--- src/rtl/bus_xfer_ctrl.sv ---
// rtl/bus_xfer_ctrl.sv - register-to-register bus move sequencer with round-robin arbitration
//
// Optional feature macro: BUS_XFER_TURNAROUND_EN (adds a dead TURN cycle after DONE).
//
// Ports:
//   clk      - system clock, rising edge
//   reset    - synchronous, active-high reset
//   req      - per-requester level request, held until done
//   req_src  - flattened source register indices, slice r for requester r
//   req_dst  - flattened destination register indices, slice r for requester r
//   grant    - one-hot, requester currently being served
//   done     - one-cycle completion pulse to the served requester
//   err      - one-cycle pulse with done when the request was rejected
//   busy     - high whenever the sequencer is not idle
//   reg_cs   - per-register chip select
//   reg_we   - per-register write enable (register captures the bus)
//   reg_oe   - per-register output enable (register drives the bus)

module bus_xfer_ctrl #(
  parameter int NUM_REGS = 8,
  parameter int NUM_REQ  = 2,
  parameter int IDX_W    = 3
) (
  input  logic                     clk,
  input  logic                     reset,
  input  logic [NUM_REQ-1:0]       req,
  input  logic [NUM_REQ*IDX_W-1:0] req_src,
  input  logic [NUM_REQ*IDX_W-1:0] req_dst,
  output logic [NUM_REQ-1:0]       grant,
  output logic [NUM_REQ-1:0]       done,
  output logic                     err,
  output logic                     busy,
  output logic [NUM_REGS-1:0]      reg_cs,
  output logic [NUM_REGS-1:0]      reg_we,
  output logic [NUM_REGS-1:0]      reg_oe
);

  localparam int PTR_W = (NUM_REQ > 1) ? $clog2(NUM_REQ) : 1;
  localparam logic [NUM_REQ-1:0]  REQ_ONE = {{(NUM_REQ-1){1'b0}}, 1'b1};
  localparam logic [NUM_REGS-1:0] REG_ONE = {{(NUM_REGS-1){1'b0}}, 1'b1};

`ifdef BUS_XFER_TURNAROUND_EN
  typedef enum logic [2:0] {
    ST_IDLE = 3'd0,
    ST_XFER = 3'd1,
    ST_REJ  = 3'd2,
    ST_DONE = 3'd3,
    ST_TURN = 3'd4
  } state_t;
`else
  typedef enum logic [2:0] {
    ST_IDLE = 3'd0,
    ST_XFER = 3'd1,
    ST_REJ  = 3'd2,
    ST_DONE = 3'd3
  } state_t;
`endif

  state_t state, state_n;

  logic [PTR_W-1:0]    ptr, ptr_n;
  logic [PTR_W-1:0]    gidx, gidx_n;
  logic [NUM_REQ-1:0]  grant_n, done_n;
  logic                err_n, busy_n;
  logic [NUM_REGS-1:0] cs_n, we_n, oe_n;

  // Round-robin search: first set req bit at or above ptr, wrapping.
  logic             arb_hit;
  logic [PTR_W-1:0] arb_idx;
  int               cand;

  always_comb begin
    arb_hit = 1'b0;
    arb_idx = '0;
    cand    = 0;
    for (int k = 0; k < NUM_REQ; k++) begin
      cand = int'(ptr) + k;
      if (cand >= NUM_REQ) begin
        cand = cand - NUM_REQ;
      end
      if (!arb_hit && req[cand]) begin
        arb_hit = 1'b1;
        arb_idx = PTR_W'(cand);
      end
    end
  end

  logic [IDX_W-1:0] sel_src, sel_dst;
  logic             sel_valid;

  always_comb begin
    sel_src   = req_src[int'(arb_idx)*IDX_W +: IDX_W];
    sel_dst   = req_dst[int'(arb_idx)*IDX_W +: IDX_W];
    sel_valid = (sel_src != sel_dst) &&
                (int'(sel_src) < NUM_REGS) &&
                (int'(sel_dst) < NUM_REGS);
  end

  // Next-state and next-output logic. Every output is a register, so the
  // strobes for the XFER cycle are computed here while still in IDLE; that
  // latch of the strobe pattern is what captures the src/dst indices.
  always_comb begin
    state_n = state;
    ptr_n   = ptr;
    gidx_n  = gidx;
    grant_n = grant;
    done_n  = '0;
    err_n   = 1'b0;
    cs_n    = '0;
    we_n    = '0;
    oe_n    = '0;

    case (state)
      ST_IDLE: begin
        if (arb_hit) begin
          gidx_n  = arb_idx;
          grant_n = REQ_ONE << arb_idx;
          if (sel_valid) begin
            state_n = ST_XFER;
            cs_n    = (REG_ONE << sel_src) | (REG_ONE << sel_dst);
            oe_n    = REG_ONE << sel_src;
            we_n    = REG_ONE << sel_dst;
          end else begin
            state_n = ST_REJ;
          end
        end
      end

      ST_XFER: begin
        state_n = ST_DONE;
        done_n  = grant;
      end

      ST_REJ: begin
        state_n = ST_DONE;
        done_n  = grant;
        err_n   = 1'b1;
      end

      ST_DONE: begin
        grant_n = '0;
        if (gidx == PTR_W'(NUM_REQ - 1)) begin
          ptr_n = '0;
        end else begin
          ptr_n = gidx + PTR_W'(1);
        end
`ifdef BUS_XFER_TURNAROUND_EN
        state_n = ST_TURN;
`else
        state_n = ST_IDLE;
`endif
      end

`ifdef BUS_XFER_TURNAROUND_EN
      // Dead cycle so the previous driver has fully released the bus.
      ST_TURN: begin
        state_n = ST_IDLE;
      end
`endif

      default: begin
        state_n = ST_IDLE;
        grant_n = '0;
      end
    endcase

    busy_n = (state_n != ST_IDLE);
  end

  always_ff @(posedge clk) begin
    if (reset) begin
      state  <= ST_IDLE;
      ptr    <= '0;
      gidx   <= '0;
      grant  <= '0;
      done   <= '0;
      err    <= 1'b0;
      busy   <= 1'b0;
      reg_cs <= '0;
      reg_we <= '0;
      reg_oe <= '0;
    end else begin
      state  <= state_n;
      ptr    <= ptr_n;
      gidx   <= gidx_n;
      grant  <= grant_n;
      done   <= done_n;
      err    <= err_n;
      busy   <= busy_n;
      reg_cs <= cs_n;
      reg_we <= we_n;
      reg_oe <= oe_n;
    end
  end

endmodule
--- config.mk ---
export PLATFORM = sky130hd
export DESIGN_NAME = bus_xfer_ctrl
export DESIGN_NICKNAME = d
export VERILOG_FILES = /design/src/rtl/bus_xfer_ctrl.sv
export SDC_FILE = /design/constraint.sdc
export NUM_CORES = 1
export LEC_CHECK = 0
export ABC_AREA = 1
export ABC_CLOCK_PERIOD_IN_PS = 1300
export BUFFER_PORTS_ARGS = -buffer_cell sky130_fd_sc_hd__buf_2
export CORE_ASPECT_RATIO = 0.75
export CORE_UTILIZATION = 40
export CTS_CLUSTER_DIAMETER = 80
export DETAILED_ROUTE_END_ITERATION = 16
export MAX_ROUTING_LAYER = met4
export PLACE_DENSITY = 0.67
export SYNTH_ARGS = -nofsm -noshare
export SYNTH_HDL_FRONTEND = slang
export SYNTH_SLANG_ARGS = --single-unit
export TNS_END_PERCENT = 5
--- constraint.sdc ---
create_clock -name clk -period 1.3 [get_ports clk]
set_input_delay 0 -clock clk [delete_from_list [all_inputs] [get_ports clk]]
set_output_delay 0 -clock clk [all_outputs]
set_load 0.01 [all_outputs]
==> results.md, run 1 <==
* Hpwl dp at 2470 microns
* Max Cap Violations at 0
* Fin Hold WS at 0.193 ns
* Startpoint class of the critical path: flip-flop
* Clock skew at 0.00313 ns
* Fraction of layout cells with a size suffix above 1 at 0.376
* CTS buffer count at 5
* FFs w/ async S/R, synth at 0
* Initial core utilization at 0.431
* Post-CTS Setup Bufs at 0
* Post-synth EDFFs at 0
* Crit Path Class: flip-flop to flip-flop
* Power per cell area at 1240 nW/um^2
* Number of synthesized register bits at 35
* Met2 Resource Use GR at 0.285
* GRT Total Usage at 0.193
* Synth top area share at 0.482
* Number of I/O pins at 46
* Area of placed instances at 1900 sq um
* Routability cong. at 0.837
* Die Area at 3890 sq um
* Post-synth top area cell: dfxtp_1
* DRT Wirelength at 3250 microns
* Hold/Removal Path Class: input port to flip-flop
* Gr ovfl total at 0
* Die width at 71.6 microns
* Synthesized instance count at 198
* Req. time, crit path at 1.48 ns
* Final cycle utilization of the critical path at 1.10
* Vias per inst at 4.44
* RSZ-0062 raised after global routing: yes
* Final Max Slew Viols at 0
* Top_reg_cell synth: dfxtp_1
* Most frequent cell after synthesis: nand2_1
* CTS tree: built
* Syn Area/Cell at 7.35 sq um
* Starting DRC count in detailed routing at 49
* Count of filler cells inserted in the layout at 311
* Multi-input gate area at 642 sq um
* Busiest metal layer after global routing: met2
* CTS clk-pin slew, worst paths at 0.07 ns
* Drt drc at 0
* Mapped Area at 1460 sq um
* Synth area leaders: dfxtp_1 48%, nand2_1 14%, nor2_1 6.7%, inv_1 6.4%, nor2_2 4.3%
* Pwr Total at 2.54 mW
* Register Area at 702 sq um
* Crit-path max FO at 12
* Syn. warnings at 0
* Max VDD drop at 790 uV
* Max Buffers Root-to-Sink at 2
* Clk sinks at 35
* Fin area at 2050 sq um
* Clock Latency Late Sink at 0.29 ns
* Layout area overhead at 41.1%
* Met1 global-route usage at 0.243
* Endpoint class of the critical path: flip-flop
* Failing checks: negative setup slack
* Floorplan row count at 18
* Fin crit period at 1.43 ns
* CP arrival at 1.61 ns
* Setup WS post-layout at -0.126 ns
* Core area at 3380 sq um
* Most instantiated cells after synthesis: 56 x nand2_1, 35 x dfxtp_1, 26 x nor2_1, 25 x inv_1, 12 x nand3_1
* Antenna Diode Count at 0
* First-pass detailed-route iteration total at 4
* Root Buffer: clkbuf_8
* Largest net degree at the start of global routing at 14
* Leak at 1.08 nW
* Met3 Resource Use GR at 0.0516
* Initial antenna violation count at 0
* Status: finished with violations
* Final ANT Viol Nets at 0
* DIE HEIGHT at 54.2 microns
* Layout Utilization at 0.608
* First-pass GRT wire length at 5270 microns
* DR vias at 1,380
* Final #Nets at 286
* Post-synthesis cell type count at 18
* H-tree depth at 2
* Setup violators final at 22
* Average routed wire per standard cell at 10.5 microns
* Syn Nets at 214
* Fmax at 701 MHz
* Final hold viol count at 0
* Vias in the first global route at 1,201
* Port-buffer cells at 45
* Sequential share of the synthesized area at 0.482
power by group:
part	switching, mW	internal, mW	leakage, nW
Clock	0.400	0.570	0.0581
Combinational	0.250	0.202	0.738
Sequential	0.0128	1.11	0.284
Total	0.663	1.88	1.08
path summary, 6_finish.rpt:
| path | startpoint | to | slack (ns) | depth (start not counted) |
|---|---|---|---|---|
| worst max register to register | ptr | reg_cs[3] | -0.13 | 12 |
| worst min register to register | gidx | ptr | 0.43 | 1 |
| worst max-delay path | ptr | reg_cs[3] | -0.13 | 12 |
| worst min-delay path | req[0] | gidx | 0.19 | 6 |
kinds of logic (layout without fill, tap and decap cells):
family / after synthesis / after routing / share of synthesized area
AND/OR/NAND/NOR: 122 / 122 / 0.383
flip-flops: 35 / 35 / 0.482
buffers and inverters: 30 / 103 / 0.0980
AO/OA/AOI/OAI: 10 / 10 / 0.0344
other: 1 / 1 / 0.00258
stage by stage:
| stage | cells | setup TNS (ns) | setup WS (ns) |
|---|---|---|---|
| floorplan | 198 | -1.77 | -0.103 |
| global placement | 302 | -2.98 | -0.146 |
| detailed placement | 302 | -4.31 | -0.210 |
| CTS | 311 | -2.05 | -0.119 |
| global route | 311 | -5.10 | -0.236 |
| finish | 311 | -2.17 | -0.126 |
what timing repair did:
action | in CTS | in global routing
endpoints found under the hold margin | 4 | 0
setup endpoints to repair | 27 | 28
gates resized for setup | 11 | 1
hold buffers | 1 | 0
pin swaps | 1 | 0
state kept, by name, summed over array words and instances, names as in the netlist, 2 cells and up:
name    cells
done        2
grant       2
reg_cs      8
reg_oe      8
reg_we      8
state       3
critical path: stages, from the launching register on:
cell and delay (ns):
dfxtp_2 0.32, inv_2 0.06, nand2_4 0.06, buf_12 0.14
nand3b_1 0.07, nand2_1 0.09, nand2_1 0.07, nand2_1 0.06
inv_2 0.08, nand3_4 0.08, nand2_4 0.11, buf_12 0.14
nor2_1 0.05
cell type report:
cell class / count / share of cell area
Sequential cell: 35 / 0.342
Multi-Input combinational cell: 133 / 0.313
Timing Repair Buffer: 70 / 0.221
Inverter: 25 / 0.0457
Clock buffer: 5 / 0.0335
Tap cell: 40 / 0.0244
Clock inverter: 3 / 0.0213
per-layer routing:
metal	up-vias	part of all wire
met5	-	0
met4	0	0.020
met3	6	0.051
met2	43	0.41
met1	582	0.52
li1	749	-
cells in the final DEF (no fill, tap or decap), drive strengths merged:
master,count
a21oi,5
buf,69
bufinv,1
clkbuf,5
clkinv,2
conb,1
dfxtp,35
dlygate4sd3,1
inv,25
nand2,62
nand3,13
nand3b,7
nand4,1
nor2,36
nor3,2
nor4,1
o21ai,5
No activity file was read; power rests on OpenSTA's default activity.
==> run 2, diff against run 1 <==
- BUFFER_PORTS_ARGS: -buffer_cell sky130_fd_sc_hd__buf_2 -> unset
- CORE_MARGIN: unset -> 2
- DONT_BUFFER_PORTS: unset -> 1
- PLACE_DENSITY: 0.67 -> 0.55
==> results.md, run 2 (synthesized netlist as in run 1, its figures left out) <==
* Status: finished with violations (unchanged)
* Failing checks: negative setup slack (unchanged)
* Final #Nets at 247 (was 286)
* Final cycle utilization of the critical path at 1.15 (was 1.10)
* CTS tree: built (unchanged)
* Starting DRC count in detailed routing at 37 (was 49)
* Hpwl dp at 2520 microns (was 2470 microns)
* Most frequent cells in the layout: 49 x nand2_1, 34 x dfxtp_1, 26 x buf_4 (was 54 x nand2_1, 45 x buf_2, 34 x dfxtp_1)
* Worst reg-to-reg setup slack at -0.19 ns (was -0.13 ns)
* Average routed wire per standard cell at 12.8 microns (was 10.5 microns)
* Hold/Removal Path Class: input port to flip-flop (unchanged)
* First-pass GRT wire length at 5380 microns (was 5270 microns)
* Pwr Total at 2.30 mW (was 2.54 mW)
* Count of filler cells inserted in the layout at 329 (was 311)
* First-pass detailed-route iteration total at 4 (unchanged)
* Die width at 73.6 microns (was 71.6 microns)
* TNS Setup at -4.11 ns (was -2.17 ns)
* Core area at 3380 sq um (unchanged)
* Die Area at 4140 sq um (was 3890 sq um)
* Power per cell area at 1210 nW/um^2 (was 1240 nW/um^2)
* Commonest non-fill, non-tap cell in the layout: nand2_1 (unchanged)
* CP arrival at 1.67 ns (was 1.61 ns)
* Crit-path max FO at 8 (was 12)
* Gr ovfl total at 0 (unchanged)
* Fmax at 670 MHz (was 701 MHz)
* Root Buffer: clkbuf_8 (unchanged)
* RSZ-0062 raised after global routing: yes (unchanged)
* Multi-input gate area at 674 sq um (was 642 sq um)
* Register Area at 702 sq um (unchanged)
* DIE HEIGHT at 56.2 microns (was 54.2 microns)
* Setup crit start: ptr (unchanged)
* Worst Hold End: state[0] (was gidx)
* GRT Total Usage at 0.175 (was 0.193)
* Largest net degree at the start of global routing at 18 (was 14)
* Number of I/O pins at 46 (unchanged)
* Hold_sp: reset (was req[0])
* Layout area overhead at 30.6% (was 41.1%)
* Max Buffers Root-to-Sink at 2 (unchanged)
* Antenna Diode Count at 0 (unchanged)
* Layout Utilization at 0.563 (was 0.608)
* CTS clk-pin slew, worst paths at 0.07 ns (about the same)
* Final ANT Viol Nets at 0 (unchanged)
* Max Cap Violations at 0 (unchanged)
* Routability cong. at 0.873 (was 0.837)
* Fin area at 1900 sq um (was 2050 sq um)
* Crit Path Class: flip-flop to flip-flop (unchanged)
* Hold path depth at 4 (was 6)
* Startpoint class of the critical path: flip-flop (unchanged)
* Req. time, crit path at 1.48 ns (about the same)
* Floorplan row count at 18 (unchanged)
* Setup violators final at 27 (was 22)
* Endpoint class of the critical path: flip-flop (unchanged)
* Clock Latency Late Sink at 0.28 ns (was 0.29 ns)
* Top Registers: reg_cs x8, reg_oe x8, reg_we x8 (unchanged)
* Setup WS post-layout at -0.192 ns (was -0.126 ns)
* Clk sinks at 35 (unchanged)
* Area of placed instances at 1680 sq um (was 1900 sq um)
* Leak at 0.879 nW (was 1.08 nW)
* Max VDD drop at 678 uV (was 790 uV)
* Initial core utilization at 0.431 (unchanged)
* Initial antenna violation count at 0 (unchanged)
* Port-buffer cells at 0 (was 45)
* Reg-to-reg startpoint: ptr (unchanged)
* H-tree depth at 2 (unchanged)
* Vias per inst at 4.84 (was 4.44)
* Fin crit period at 1.49 ns (was 1.43 ns)
* Clock skew at 0.00319 ns (was 0.00313 ns)
* Worst Reg-to-Reg Cells at 11 (was 12)
* Final Max Slew Viols at 0 (unchanged)
* Final hold viol count at 0 (unchanged)
* DR vias at 1,316 (was 1,380)
* Fraction of layout cells with a size suffix above 1 at 0.297 (was 0.376)
* Worst r2r dst: reg_oe[5] (was reg_cs[3])
* Vias in the first global route at 1,200 (was 1,201)
* Drt drc at 0 (unchanged)
* CTS buffer count at 5 (unchanged)
* Dpl ws at -0.213 ns (was -0.210 ns)
* DRT Wirelength at 3470 microns (was 3250 microns)
run 2: cell count changes in the layout (fill, tap and decap cells not counted), moves of 2 or more:
cell	change
buf_2	-45
clkbuf_16	+2
buf_4	+5
nand2_2	+5
nand2_1	-5
run 2: how the worst max path moves through the flow:
stage	depth (start not counted)	to
global route	11	reg_cs[0]
finish	11	reg_oe[5]
detailed placement	11	reg_oe[4]
global placement	11	reg_oe[4]
CTS	12	reg_oe[4]
floorplan	12	reg_oe[6]
run 2: timing repair:
item,4_1_cts,5_1_grt
hold buffers,1,0
endpoints found under the hold margin,7,0
cloned,0,2
pin swaps,1,8
gates resized for setup,9,13
setup endpoints to repair,27,28
buffers inserted,0,2
run 2: layout make-up:
class | count | share of cell area
clock buffers | 6 | 0.0382
clock inverters | 2 | 0.00658
inverters | 25 | 0.0494
flip-flops and latches | 35 | 0.369
multi-input cells | 133 | 0.355
well taps | 40 | 0.0263
repair buffers | 31 | 0.155
run 2: per-stage QoR:
stage	instances	hold WS (ns)
floorplan	198	0.0691
global placement	259	0.0714
detailed placement	259	0.0725
CTS	268	0.0369
global route	272	0.0682
finish	272	0.0678
run 2: critical path, cell delays in order (launching register included):
cell	delay (ns)
dfxtp_2	0.33
inv_2	0.04
nand2_4	0.10
clkbuf_16	0.15
nand3b_1	0.08
nand2_2	0.08
nand2_1	0.07
nand2_2	0.11
nand3_4	0.12
nand2_8	0.12
clkbuf_16	0.16
nor2_2	0.03
run 2: routing by layer:
metal	routed length, microns	GRT usage	up-vias
met2	1450	0.231	54
met1	1640	0.241	588
met4	41	0.0623	0
met5	0	-	-
li1	-	-	669
met3	343	0.0670	5
run 2: where the power goes:
group          leakage [nW]  switching, mW  internal, mW
registers             0.284         0.0294          1.11
logic                 0.554          0.231         0.193
clock network        0.0412          0.367         0.374
==> run 3, diff against run 2 <==
- BUFFER_PORTS_ARGS: unset -> -buffer_cell sky130_fd_sc_hd__buf_2
- CORE_UTILIZATION: 40 -> 45
- DONT_BUFFER_PORTS: 1 -> unset
- PLACE_DENSITY: 0.55 -> 0.74
==> results.md, run 3 (synthesized netlist as in run 1, its figures left out) <==
* Status: finished with violations (unchanged)
* Failing checks: negative setup slack (unchanged)
* Crit-path max FO at 12 (was 8)
* Floorplan row count at 17 (was 18)
* First-pass detailed-route iteration total at 4 (unchanged)
* Fmax at 678 MHz (was 670 MHz)
* Critical Path End: reg_we[3] (was reg_oe[5])
* Commonest non-fill, non-tap cell in the layout: nand2_1 (unchanged)
* Register Area at 702 sq um (unchanged)
* Fin crit period at 1.47 ns (was 1.49 ns)
* Die Area at 3710 sq um (was 4140 sq um)
* Layout area overhead at 43.9% (was 30.6%)
* Fin Hold WS at 0.208 ns (was 0.0678 ns)
* Startpoint class of the critical path: flip-flop (unchanged)
* Setup crit start: ptr (unchanged)
* Antenna Diode Count at 0 (unchanged)
* Reg-to-reg startpoint: ptr (unchanged)
* Die width at 69.7 microns (was 73.6 microns)
* Max VDD drop at 583 uV (was 678 uV)
* Core area at 3020 sq um (was 3380 sq um)
* Placed cell count at 300 (was 259)
* GRT Total Usage at 0.208 (was 0.175)
* Hold_sp: req[0] (was reset)
* Met1 Wirelength at 1620 microns (was 1640 microns)
* Initial antenna violation count at 0 (unchanged)
* Final ANT Viol Nets at 0 (unchanged)
* Worst Reg-to-Reg Cells at 12 (was 11)
* Metal3 WL at 274 microns (was 343 microns)
* Count of filler cells inserted in the layout at 265 (was 329)
* Crit Path Class: flip-flop to flip-flop (unchanged)
* Multi-input gate area at 669 sq um (was 674 sq um)
* Final #Nets at 288 (was 247)
* Power per cell area at 1180 nW/um^2 (was 1210 nW/um^2)
* Worst r2r dst: reg_we[3] (was reg_oe[5])
* CTS clk-pin slew, worst paths at 0.07 ns (about the same)
* Final cell count without fillers at 311 (was 272)
* Gr ovfl total at 0 (unchanged)
* Number of I/O pins at 46 (unchanged)
* RSZ-0062 raised after global routing: yes (unchanged)
* Final cycle utilization of the critical path at 1.13 (was 1.15)
* Dpl ws at -0.205 ns (was -0.213 ns)
* Req. time, crit path at 1.48 ns (about the same)
* Fraction of layout cells with a size suffix above 1 at 0.399 (was 0.297)
* Clk sinks at 35 (unchanged)
* Starting DRC count in detailed routing at 57 (was 37)
* Layout Utilization at 0.693 (was 0.563)
* CTS buffer count at 5 (unchanged)
* H-tree depth at 2 (unchanged)
* Top Registers: reg_cs x8, reg_oe x8, reg_we x8 (unchanged)
* Post-CTS Setup Bufs at 0 (unchanged)
* Endpoint class of the critical path: flip-flop (unchanged)
* Average routed wire per standard cell at 11.5 microns (was 12.8 microns)
* Largest net degree at the start of global routing at 20 (was 18)
* Wire length on met2 at 1560 microns (was 1450 microns)
* Drt drc at 0 (unchanged)
* First-pass GRT wire length at 5640 microns (was 5380 microns)
* DRT Wirelength at 3570 microns (was 3470 microns)
* Vias in the first global route at 1,326 (was 1,200)
* Max Cap Violations at 0 (unchanged)
* DR vias at 1,453 (was 1,316)
* Setup violators final at 26 (was 27)
* Root Buffer: clkbuf_8 (unchanged)
* Final hold viol count at 0 (unchanged)
* Clock skew at 0.00722 ns (was 0.00319 ns)
* CTS tree: built (unchanged)
* DIE HEIGHT at 53.2 microns (was 56.2 microns)
* Initial core utilization at 0.482 (was 0.431)
* Port-buffer cells at 45 (was 0)
* Most frequent cells in the layout: 51 x nand2_1, 45 x buf_2, 34 x dfxtp_1 (was 49 x nand2_1, 34 x dfxtp_1, 26 x buf_4)
* Setup WS post-layout at -0.175 ns (was -0.192 ns)
* Top layer in use: met4 (unchanged)
* Clock Latency Late Sink at 0.29 ns (was 0.28 ns)
* Hpwl dp at 2550 microns (was 2520 microns)
* Hold path depth at 6 (was 4)
* Hold/Removal Path Class: input port to flip-flop (unchanged)
* Routability cong. at 0.964 (was 0.873)
* Worst reg-to-reg setup slack at -0.17 ns (was -0.19 ns)
* Vias per inst at 4.67 (was 4.84)
* Max Buffers Root-to-Sink at 2 (unchanged)
* Leak at 1.09 nW (was 0.879 nW)
* CP arrival at 1.66 ns (was 1.67 ns)
* Final Max Slew Viols at 0 (unchanged)
* TNS Setup at -3.56 ns (was -4.11 ns)
## run 3: changes by cell type in the layout (fill, tap and decap cells not counted)
cell       delta
a21oi_2       -1
clkbuf_1      -1
buf_2        +45
o21ai_2       +1
o21ai_0       -1
buf_6         +1
clkbuf_16     -1
nand2_2       -2
clkbuf_8      +2
buf_4         -4
a21oi_1       +1
nand2_1       +2
clkinv_2      -1
## run 3: worst min-delay path by stage
stage                    end  slack (ns)
floorplan               gidx        0.07
global placement    grant[1]        0.26
detailed placement  grant[1]        0.26
CTS                     gidx        0.20
global route            gidx        0.25
finish                  gidx        0.21
## run 3: area by class of cell
cell class,count,share of cell area
clock buffer,7,0.0460
sequential,35,0.335
clock inverter,1,0.00359
tap,38,0.0227
inverter,25,0.0448
multi-input combinational,133,0.320
timing repair buffer,72,0.228
## run 3: repair_timing
action / in CTS / in global routing
cloned: 0 / 2
pin swaps: 1 / 2
hold buffers: 1 / 0
setup endpoints to repair: 27 / 28
gates resized for setup: 13 / 8
endpoints found under the hold margin: 4 / 0
## run 3: layer usage
layer / global-route usage / up-vias
met5: - / -
met1: 0.250 / 639
li1: - / 751
met3: 0.0552 / 12
met4: 0.131 / 0
met2: 0.317 / 51
## run 3: critical path: stages, from the launching register on
cell       delay, ns
dfxtp_2         0.33
inv_2           0.06
nand2_4         0.06
buf_12          0.13
nand3b_1        0.07
nand2_1         0.09
nand2_1         0.07
nand2_1         0.06
inv_2           0.08
nand3_4         0.10
nand2_8         0.12
clkbuf_16       0.15
nor2_2          0.03
## run 3: through the flow
step	total power [mW]	area [sq um]
floorplan	1.38	1460
global placement	1.55	1880
detailed placement	1.56	1880
CTS	2.44	2030
global route	2.57	2090
finish	2.47	2090
## run 3: where the power goes
group	switching, mW	internal [mW]
Combinational	0.269	0.212
Sequential	0.0127	1.11
Clock	0.388	0.481
Total	0.669	1.80
